--- src/rtl/if_fetch_queue.sv ---
// Fetch front end. This block owns the fetch PC and reads the combinational
// instruction ROM. Fetched {pc, instr} pairs are held in a small FIFO that feeds
// decode through a valid/ready handshake.
module if_fetch_queue #(
  parameter logic [31:0] RESET_PC = 32'h0040_0000,
  parameter int          IQ_DEPTH = 4,
  parameter int          ADDR_W   = 11
) (
  input  logic                      clk,
  input  logic                      rst,
  output logic [ADDR_W-1:0]         imem_addr,
  input  logic [31:0]               imem_instr,
  input  logic                      redirect_valid,
  input  logic [31:0]               redirect_pc,
  output logic                      out_valid,
  output logic [31:0]               out_instr,
  output logic [31:0]               out_pc,
  input  logic                      out_ready,
  output logic [$clog2(IQ_DEPTH):0] iq_count
);

  localparam int PW = $clog2(IQ_DEPTH);
  localparam int CW = PW + 1;
  localparam logic [CW-1:0] DEPTH_C = CW'(IQ_DEPTH);

  logic [31:0]   fetch_pc;
  logic [PW-1:0] head;
  logic [PW-1:0] tail;
  logic [CW-1:0] count;
  logic [31:0]   q_instr [IQ_DEPTH];
  logic [31:0]   q_pc    [IQ_DEPTH];
  logic          pop;
  logic          push;
  logic          unused_pc_lsb;

  // The two low bits of a redirect target are ignored, because targets are word aligned.
  assign unused_pc_lsb = ^redirect_pc[1:0];

  assign imem_addr = fetch_pc[ADDR_W+1:2];
  assign iq_count  = count;
  assign out_instr = q_instr[head];
  assign out_pc    = q_pc[head];

  // A redirect hides the head in the same cycle, so that decode never consumes a wrong-path entry.
  assign out_valid = (count != '0) && !redirect_valid;
  assign pop       = out_valid && out_ready;
  assign push      = !redirect_valid && ((count < DEPTH_C) || pop);

  always_ff @(posedge clk or posedge rst) begin
    if (rst) begin
      fetch_pc <= RESET_PC;
      head     <= '0;
      tail     <= '0;
      count    <= '0;
    end else if (redirect_valid) begin
      fetch_pc <= {redirect_pc[31:2], 2'b00};
      head     <= '0;
      tail     <= '0;
      count    <= '0;
    end else begin
      if (push) begin
        tail     <= tail + 1'b1;
        fetch_pc <= fetch_pc + 32'd4;
      end
      if (pop) begin
        head <= head + 1'b1;
      end
      count <= count + CW'(push) - CW'(pop);
    end
  end

  // The entries are cleared on reset, so the head outputs are never X while the queue is empty.
  always_ff @(posedge clk or posedge rst) begin
    if (rst) begin
      for (int i = 0; i < IQ_DEPTH; i++) begin
        q_instr[i] <= '0;
        q_pc[i]    <= '0;
      end
    end else if (push) begin
      q_instr[tail] <= imem_instr;
      q_pc[tail]    <= fetch_pc;
    end
  end

endmodule
--- config.mk ---
export PLATFORM = sky130hd
export DESIGN_NAME = if_fetch_queue
export DESIGN_NICKNAME = d
export VERILOG_FILES = /design/src/rtl/if_fetch_queue.sv
export SDC_FILE = /design/constraint.sdc
export NUM_CORES = 1
export LEC_CHECK = 0
export ABC_AREA = 1
export BUFFER_PORTS_ARGS = -buffer_cell sky130_fd_sc_hd__buf_4
export CAP_MARGIN = 20
export CORE_AREA = 8 8 160 162
export CTS_CLUSTER_DIAMETER = 150
export CTS_CLUSTER_SIZE = 14
export DETAILED_ROUTE_END_ITERATION = 12
export DIE_AREA = 0 0 168 170
export PLACE_DENSITY = 0.79
export SKIP_CTS_REPAIR_TIMING = 1
export SLEW_MARGIN = 10
export SYNTH_ARGS = -nofsm -noshare
export SYNTH_HDL_FRONTEND = slang
export SYNTH_SLANG_ARGS = --single-unit
--- constraint.sdc ---
create_clock -name clk -period 10.97 [get_ports clk]
set_input_delay 2.194 -clock clk [delete_from_list [all_inputs] [get_ports clk]]
set_output_delay 2.194 -clock clk [all_outputs]
set_load 0.05 [all_outputs]
==> results.cfg <==
[run_status]
outcome = complete, no violations

[final_layout]
nNetsFinal = 1742
design_area_um2 = 14800
layout.cells.non_filler = 1966
antenna_cells = 0
drive_above_1_share_pct = 12.1
areaGrowthSynthToFinish_pct = 11.5

[sta]
max_slew_margin_pct = 24.9
slew_violations = 0
setup_viol = 0
max_freq_mhz = 187
fin_crit_ns = 5.35
hold_viol = 0
rsz0062_at_grt = no
whs_ns = 0.481
worst_slew_pin_slew_ns = 1.13
fin_crit_sh_pct = 48.8
setup_tns_ns = 0
clock_skew_ns = 0.0131

[critical_path]
crit_fanout = 83
r2r_start = iq_count[2]
crit_path_end_kind = primary output
cp.required_ns = 8.78
startpoint_type = flop
worstPathArrival_ns = 3.16
worstSetupPathType = flop to primary output
cp-startpoint = head[0]

[placement]
gp_congestion = 0.871
hpwl_mm = 19.9
placed_area_um2 = 14100
io_buffers = 142
dp.cells = 1928

[clock_tree]
cts_made_buffers = 24
clkTransAtPathRegs_ns = 0.07
clock-root-buffer = clkbuf_16
cts.htree.levels = 1
clock_sinks = 285
clk-insertion-delay-late_ns = 0.51
cts_max_path_buffers = 3
cts_tree = yes

[logic_synthesis]
ys_types = 35
syn_avg_cell_area_um2 = 8.32
yosysWarnings = 0
ys_seq_area_share_pct = 53.6
yosysTopAreaCellShare_pct = 53.4
synthTopCellsByArea = dfrtp_1 (53%), nand2_1 (11%), o21ai_1 (8.4%)
postSynth.asyncResetShare_pct = 100
synth_ff_type = dfrtp_1
syn-cell-area_um2 = 13300
synth_seq_cells = 285
synth_cells = 1599
yosys.area.top_type = dfrtp_1
synth-edff-count = 0

[die]
core-area_um2 = 23100
initial_core_util_pct = 57.7
num_rows = 56
die_x_um = 168
dieArea_um2 = 28600
die_h_um = 170
num_io_pins = 147

[pwr]
p_switching_mw = 2.10
clockPowerShare_pct = 16.7
power.density_nw_per_um2 = 315
combPwrFrac_pct = 45.4
p_seq_share_pct = 37.9
leakage_nw = 7.22
power.internal_mw = 2.57
totalPowerFinal_mw = 4.67
vdd_drop_max_v = 0.000171
sw_frac_of_total_pct = 45.0

[routing]
wl_mm = 33.0
wl_per_cell_um = 16.8
wl_met1_mm = 14.7
drc_errors = 0
drt_iter0_drc = 1184
ant_nets = 0
wl_met3_mm = 2.08
route.vias.total = 11200
top_layer_used = met4
routed_via_density = 5.71
drt-pass1-iter-count = 5
wl_met2_mm = 15.5

[global_route]
grt_use_total_pct = 22.8
grt-ovfl-total = 0
grt_pass1_vias = 10600
antenna_found_initial = 0
grt_max_degree = 154
grt_pass1_wl_mm = 54.3

[hold_path]
min_from = q_pc[95]
hp-class = flop to flop

[run]
maxCapViolCount = 0
## per-stage QoR
stage	setup slack [ns]	util [%]
2_1_floorplan	0.914	-
3_3_place_gp	5.97	61.3
3_5_place_dp	5.95	61.3
4_1_cts	5.70	64.2
5_1_grt	5.53	64.4
6_report	5.62	64.4
## cell type report
| class | count | area (um2) |
|---|---|---|
| Timing Repair Buffer | 154 | 1190 |
| Clock inverter | 1 | 11.3 |
| Inverter | 89 | 348 |
| Fill cell | 2003 | 8210 |
| Multi-Input combinational cell | 1112 | 5130 |
| Clock buffer | 35 | 663 |
| Sequential cell | 285 | 7140 |
| Tap cell | 290 | 363 |
## cells in the final DEF, fill, tap and decap left out, types with 2 or more instances in the layout
master / instances
o211ai_1: 2
nand2_4: 5
a31oi_1: 2
o21ai_2: 8
dfrtp_1: 282
buf_4: 152
nand3_1: 41
conb_1: 2
and2_1: 2
o21ai_0: 156
clkbuf_16: 25
xor2_1: 8
o22ai_1: 62
a21oi_1: 8
inv_8: 2
o21ai_1: 224
nand2_1: 388
ha_1: 7
nand4_1: 2
inv_1: 84
a22oi_1: 5
clkbuf_1: 10
nor2_1: 183
inv_2: 2
## cell families after synthesis
logic type | after synthesis | synth area share, %
buf+inv | 203 | 7.89
xor+xnor | 9 | 0.592
simple gates | 623 | 18.3
flops | 285 | 53.6
other cells | 1 | 0.0282
fa+ha+maj | 8 | 0.808
compound gates | 470 | 18.8
## power by group through the flow
stage	registers, mW	clock network (mW)	logic, mW
floorplan	1.72	0	1.61
global placement	1.76	0	2.08
detailed placement	1.77	0	2.13
CTS	1.76	0.796	2.13
global route	1.82	0.832	2.31
finish	1.77	0.779	2.12
## critical path, cell delays in order (launching register included)
cell,delay (ns)
dfrtp_4,0.57
clkinv_2,0.46
buf_4,0.75
o21ai_0,0.16
o22ai_1,0.31
buf_4,0.27
## sequential cells by signal (all words and copies together), names as in the netlist
register / flops
head: 2
fetch_pc: 30
tail: 2
q_instr: 128
q_pc: 120
iq_count: 3
## worst paths after layout
check / cells after the start / slack (ns) / endpoint
max: 5 / 5.62 / out_pc[18]
min: 2 / 0.48 / q_pc[95]
max reg2reg: 6 / 8.34 / q_pc[12]
min reg2reg: 2 / 0.48 / q_pc[95]
max in group asynchronous: 4 / 7.52 / head[0]
min in group asynchronous: 2 / 1.62 / q_instr[22]
## Yosys cell counts, types with 5 or more instances
cell type,count
o22ai_1,62
nand2_4,5
nor2_1,183
o21ai_2,8
o21ai_1,224
inv_1,85
clkbuf_1,51
dfrtp_1,284
xor2_1,8
o21ai_0,156
a22oi_1,5
ha_1,7
buf_4,13
buf_6,29
a21oi_1,8
buf_2,13
buf_1,8
nand2_1,388
nand3_1,41
## layer usage
metal | up-vias | GRT usage (%)
met1 | 5431 | 31.3
met2 | 372 | 37.9
met5 | - | 0
met3 | 46 | 3.34
met4 | 0 | 5.43
li1 | 5379 | -
Note: power is estimated with default switching activity, not from simulation.
